[src/rtl/pipe_ctrl_pkg.sv]
// pipe_ctrl_pkg: shared FSM state encodings and widths for the pipeline hazard controller.
package pipe_ctrl_pkg;
    typedef enum logic [1:0] {
        RUN   = 2'b00,
        MULTI = 2'b01,
        FLUSH = 2'b10
    } state_e;
    localparam int REG_W = 5;
    localparam int DEF_MULTI_LAT = 4;
endpackage

[src/rtl/hazard_detect.sv]
// hazard_detect: combinational load-use compare between ID sources and the EX load destination.
module hazard_detect
    import pipe_ctrl_pkg::*;
(
    input  logic             id_valid,
    input  logic [REG_W-1:0] id_rs,
    input  logic [REG_W-1:0] id_rt,
    input  logic             ex_mem_read,
    input  logic [REG_W-1:0] ex_rt,
    output logic             load_use
);
    assign load_use = id_valid & ex_mem_read & (ex_rt != '0) & ((ex_rt == id_rs) | (ex_rt == id_rt));
endmodule

[src/rtl/pipe_hazard_ctrl.sv]
// pipe_hazard_ctrl: stall/flush FSM for load-use, multi-cycle EX ops and taken MEM branches.
// Defining HAZARD_STATS_EN adds saturating stall_cnt/flush_cnt statistics outputs.
module pipe_hazard_ctrl
    import pipe_ctrl_pkg::*;
#(
    parameter int MULTI_LAT = DEF_MULTI_LAT,
    parameter int CNT_W     = 16
) (
    input  logic             clk,
    input  logic             rst,
    input  logic             id_valid,
    input  logic [REG_W-1:0] id_rs,
    input  logic [REG_W-1:0] id_rt,
    input  logic             ex_mem_read,
    input  logic [REG_W-1:0] ex_rt,
    input  logic             ex_multi,
    input  logic             mem_branch,
    input  logic             mem_zero,
    output logic             pc_write,
    output logic             ifid_write,
    output logic             idex_bubble,
    output logic             ifid_flush,
    output logic             idex_flush,
    output logic             exmem_flush,
    output logic             ex_busy,
`ifdef HAZARD_STATS_EN
    output logic [CNT_W-1:0] stall_cnt,
    output logic [CNT_W-1:0] flush_cnt,
`endif
    output logic [1:0]       state
);
    state_e     state_q, state_d;
    logic [3:0] cnt_q, cnt_d;
    logic       load_use;
    logic       taken;

    hazard_detect u_hazard_detect (
        .id_valid    (id_valid),
        .id_rs       (id_rs),
        .id_rt       (id_rt),
        .ex_mem_read (ex_mem_read),
        .ex_rt       (ex_rt),
        .load_use    (load_use)
    );

    assign taken = mem_branch & mem_zero;
    assign state = state_q;

    always_ff @(posedge clk or negedge rst) begin
        if (!rst) begin
            state_q <= RUN;
            cnt_q   <= 4'd0;
        end else begin
            state_q <= state_d;
            cnt_q   <= cnt_d;
        end
    end

    // Unreachable 2'b11 falls into the RUN branch.
    always_comb begin
        state_d     = RUN;
        cnt_d       = cnt_q;
        pc_write    = 1'b1;
        ifid_write  = 1'b1;
        idex_bubble = 1'b0;
        ifid_flush  = 1'b0;
        idex_flush  = 1'b0;
        exmem_flush = 1'b0;
        ex_busy     = 1'b0;
        case (state_q)
            MULTI: begin
                if (taken) begin
                    ifid_flush  = 1'b1;
                    idex_flush  = 1'b1;
                    exmem_flush = 1'b1;
                    cnt_d       = 4'd0;
                    state_d     = FLUSH;
                end else if (cnt_q != 4'd0) begin
                    pc_write    = 1'b0;
                    ifid_write  = 1'b0;
                    ex_busy     = 1'b1;
                    exmem_flush = 1'b1;
                    cnt_d       = cnt_q - 4'd1;
                    state_d     = MULTI;
                end else begin
                    ex_busy = 1'b1;
                end
            end
            FLUSH: begin
                state_d = RUN;
            end
            default: begin
                if (taken) begin
                    ifid_flush  = 1'b1;
                    idex_flush  = 1'b1;
                    exmem_flush = 1'b1;
                    state_d     = FLUSH;
                end else if (ex_multi) begin
                    pc_write    = 1'b0;
                    ifid_write  = 1'b0;
                    ex_busy     = 1'b1;
                    exmem_flush = 1'b1;
                    cnt_d       = 4'(MULTI_LAT - 2);
                    state_d     = MULTI;
                end else if (load_use) begin
                    pc_write    = 1'b0;
                    ifid_write  = 1'b0;
                    idex_bubble = 1'b1;
                end
            end
        endcase
    end

`ifdef HAZARD_STATS_EN
    logic [CNT_W-1:0] stall_q, flush_q;

    always_ff @(posedge clk or negedge rst) begin
        if (!rst) begin
            stall_q <= '0;
            flush_q <= '0;
        end else begin
            if (!pc_write && stall_q != {CNT_W{1'b1}}) stall_q <= stall_q + CNT_W'(1);
            if (ifid_flush && flush_q != {CNT_W{1'b1}}) flush_q <= flush_q + CNT_W'(1);
        end
    end

    assign stall_cnt = stall_q;
    assign flush_cnt = flush_q;
`else
    if (CNT_W < 1) begin : g_cnt_w_unused
    end
`endif
endmodule
[config.mk]
export PLATFORM = sky130hd
export DESIGN_NAME = pipe_hazard_ctrl
export DESIGN_NICKNAME = d
export VERILOG_FILES = /design/src/rtl/pipe_ctrl_pkg.sv /design/src/rtl/hazard_detect.sv /design/src/rtl/pipe_hazard_ctrl.sv
export SDC_FILE = /design/constraint.sdc
export NUM_CORES = 1
export LEC_CHECK = 0
export BUFFER_PORTS_ARGS = -buffer_cell sky130_fd_sc_hd__buf_4
export CAP_MARGIN = 20
export CORE_MARGIN = 2
export CORE_UTILIZATION = 37
export CTS_CLUSTER_DIAMETER = 30
export DETAILED_ROUTE_END_ITERATION = 7
export PLACE_DENSITY_LB_ADDON = 0.3
export SYNTH_ARGS = -nofsm -noshare
export SYNTH_HDL_FRONTEND = slang
export SYNTH_SLANG_ARGS = --single-unit
[constraint.sdc]
create_clock -name clk -period 4.7 [get_ports clk]
set_clock_uncertainty 0.2 [all_clocks]
set_input_delay 0.94 -clock clk [delete_from_list [all_inputs] [get_ports clk]]
set_output_delay 0.94 -clock clk [all_outputs]
set_load 0.03 [all_outputs]
==> run summary <==
OUTCOME
------------------------------------------------------------------------------------------
Outcome                                                                          completed

ROUTE
------------------------------------------------------------------------------------------
DR vias                                                                                591
Routed WL                                                                          1.32 mm
Antenna Nets Post-Route                                                                  0
Average wire per standard cell                                                     11.4 um
Via density                                                                           5.09
First drt pass iteration count                                                           4
DRC errors left                                                                          0
Iteration-0 DRC Markers                                                                  7

STA
------------------------------------------------------------------------------------------
Minimum period implied by the final worst setup slack                              3.31 ns
Final setup viols                                                                        0
Final hold violations                                                                    0
Share of the cycle needed by the critical path after routing                         70.3%
Slew Limit Headroom                                                                  66.8%
Final number of max-transition violations                                                0
Setup_tns                                                                             0 ns
Maximum clock frequency                                                            302 MHz
Setup repair after global routing missed its margin                                     no
Worst-margin pin slew                                                             0.497 ns

FLOORPLANNING
------------------------------------------------------------------------------------------
Floorplan Core Area                                                               1470 um2
Die Span Y                                                                         43.3 um
Floorplan row count                                                                     14
Chip width                                                                         43.3 um
# IOs                                                                                   31
Starting utilization of the core area                                                38.9%
Die Outline Area                                                                  1880 um2

SYNTH
------------------------------------------------------------------------------------------
Cell types occupying the most area after synthesis                            dfrtp_1 (26%), xnor2_1 (18%), ha_1 (8.8%), nor2_1 (5.3%), a21oi_1 (4.4%)
Avg Synthesized Cell Area                                                         8.05 um2
Proportion of register bits with asynchronous set or reset after synthesis            100%
Commonest cells in the netlist                                                xnor2_1 (12), nor2_1 (8), dfrtp_1 (6), nand2_1 (6), a21oi_1 (5)
Proportion of synthesized chip area in sequential cells                              26.3%
Count of flip-flops with a built-in enable after synthesis                               0
Synth top area share                                                                 26.3%
Area of the mapped netlist                                                         572 um2
Post-synth top area cell                                                           dfrtp_1
Post-synthesis sequential element count                                                  6
Post-Synthesis Net Count                                                                97
Cell variety after synth                                                                25
Most instantiated flip-flop cell in the synthesis netlist                          dfrtp_1
Gate count after technology mapping                                                     71
Most numerous cell in the Yosys netlist                                            xnor2_1
Warning count from the yosys run                                                         0

WORST SETUP PATH
------------------------------------------------------------------------------------------
Crit path depth                                                                          5
Critical Path AT                                                                   2.17 ns
Source of the worst register-to-register timing path                          cnt_q[0]$_DFFE_PN0P_
Top Family by Delay on Critical Path                                          simple AND/OR/NAND/NOR gates
Maximum fanout along the worst path                                                      3
Worst-path cell with the longest stage delay                                         or4_1
Critical path capture point type                                               output port
Type of the worst setup path                                                  input port to output port
Register-to-Register Path Depth                                                          7
Required time of the critical path                                                 3.56 ns
WP buf/inv                                                                               2
Startpoint of the worst setup timing path                                         ex_rt[1]
Slowest Stage Delay on Critical Path                                               0.51 ns
Dominant cell type by count on the critical path                                     buf_4
Critical path, cell by cell                                                   buf_4, or4_1, o2111ai_1, a21o_1, buf_4
Setup crit start kind                                                           input port

GLOBAL ROUTE
------------------------------------------------------------------------------------------
Largest net degree at the start of global routing                                       11
Grt met3 use                                                                         3.40%
Global-route usage over all layers                                                   16.2%
Total congestion overflow                                                                0
Most heavily used metal layer in global routing                                       met2
Global routing usage on met2                                                         29.9%
Number of global-route vias before repair                                              607
Met1 global-route usage                                                              17.5%
First-pass GRT wire length                                                         2.33 mm
Initial antenna violation count                                                          0

PWR
------------------------------------------------------------------------------------------
Worst VDD drop                                                                    0.177 mV
Power density over the cells                                                    409 nW/um2
Power consumption                                                                   334 uW
Static Leakage                                                                 0.000386 uW

CTS
------------------------------------------------------------------------------------------
Clock edge transition at the registers on the reported setup and hold paths        0.05 ns
TritonCTS clock tree                                                                  done
Total number of clock tree sinks                                                         6
Root buffer selected by CTS                                                       clkbuf_4
Latest clock arrival within the worst-skew pair                                    0.25 ns
Hold-fix buffers, CTS                                                                    0
Clock Tree Buf Depth                                                                     2
Number of levels the H-tree was split into                                               1
Quantity of gates resized following cts                                                  0
CTS buffer count                                                                         3
Total setup buffers inserted after CTS                                                   0

PLACEMENT
------------------------------------------------------------------------------------------
GPL Wtd Cong                                                                         0.745
Count of input and output buffers                                                       30
Dpl hpwl                                                                           1.16 mm

HOLD PATH
------------------------------------------------------------------------------------------
Path type of the worst min-delay path                                         input port to asynchronous set/reset pin

CELLS AND AREA
------------------------------------------------------------------------------------------
Nets                                                                                   128
FF/Latch Area                                                                      150 um2
Area delta synth->final                                                              42.7%
Count of inserted antenna diode cells                                                    0
Area occupied by multi-input gates                                                 383 um2
Fraction of final layout cells sized beyond drive strength 1                         35.0%
Fill count                                                                             149

RUN
------------------------------------------------------------------------------------------
Reported max-cap violation count                                                         0

==> cell usage in the layout, fill, tap and decap left out, drive strengths merged <==
| cell type | netlist | routed |
|---|---|---|
| o2111ai | 1 | 1 |
| buf | 3 | 30 |
| ha | 4 | 4 |
| dfrtp | 6 | 6 |
| inv | 4 | 4 |
| nand2b | 2 | 2 |
| xnor2 | 12 | 12 |
| nand2 | 6 | 6 |
| nand3 | 2 | 2 |
| nand4 | 1 | 1 |
| nor3b | 1 | 1 |
| a21o | 1 | 1 |
| or4 | 2 | 2 |
| nor4b | 1 | 1 |
| o22ai | 1 | 1 |
| clkbuf | 1 | 3 |
| o21ai | 4 | 4 |
| a211o | 1 | 1 |
| nand3b | 1 | 1 |
| a21bo | 1 | 1 |
| nor2 | 8 | 8 |
| and2 | 2 | 2 |
| a21oi | 6 | 6 |
==> worst paths after layout <==
path                                   endpoint  slack, ns
max in group asynchronous  cnt_q[3]$_DFFE_PN0P_       3.90
min reg2reg                cnt_q[3]$_DFFE_PN0P_       0.35
max reg2reg                cnt_q[0]$_DFFE_PN0P_       2.72
max                                  ifid_write       1.39
min in group clk           cnt_q[3]$_DFFE_PN0P_       0.35
min                          state[0]$_DFF_PN0_       0.29
==> sequential cells by signal, summed over array words and instances (netlist names) <==
name,flops
state,2
cnt_q,4
==> per-layer routing <==
layer | part of all wire (%) | routed length [um]
met2 | 54 | 707
met3 | 7.0 | 92
met1 | 38 | 499
met4 | 1.6 | 21
met5 | 0 | 0
==> through the flow <==
stage               cell area [um2]  hold WS [ns]  setup WS, ns  util [%]  instances
detailed placement              793         0.332          1.39      53.9        113
global placement                793         0.339          1.42      53.9        113
finish                          816         0.287          1.39      55.4        116
floorplan                       572         0.311          1.06         -         71
global route                    816         0.287          1.31      55.4        116
CTS                             816         0.293          1.39      55.4        116
==> power by group <==
part           internal [uW]  switching, uW
sequential              70.0           11.6
clock                   29.0           19.7
combinational           89.1            114
total                    188            146
==> final cells by class <==
class / instances / area share, %
Multi-Input combinational cell: 57 / 46.9
Inverter: 4 / 1.84
Clock buffer: 3 / 2.76
Tap cell: 16 / 2.45
Sequential cell: 6 / 18.4
Timing Repair Buffer: 30 / 27.6
==> cell families after synthesis <==
group,Yosys count,share of synthesized area (%)
DFF,6,26.3
and+or+nand+nor,26,23.2
xor gates and xnor gates,12,18.4
AOI/OAI and AO/OA,15,16.6
adders and majority gates,4,8.75
buffers and inverters,8,6.78
(Power assumes the default switching activity.)
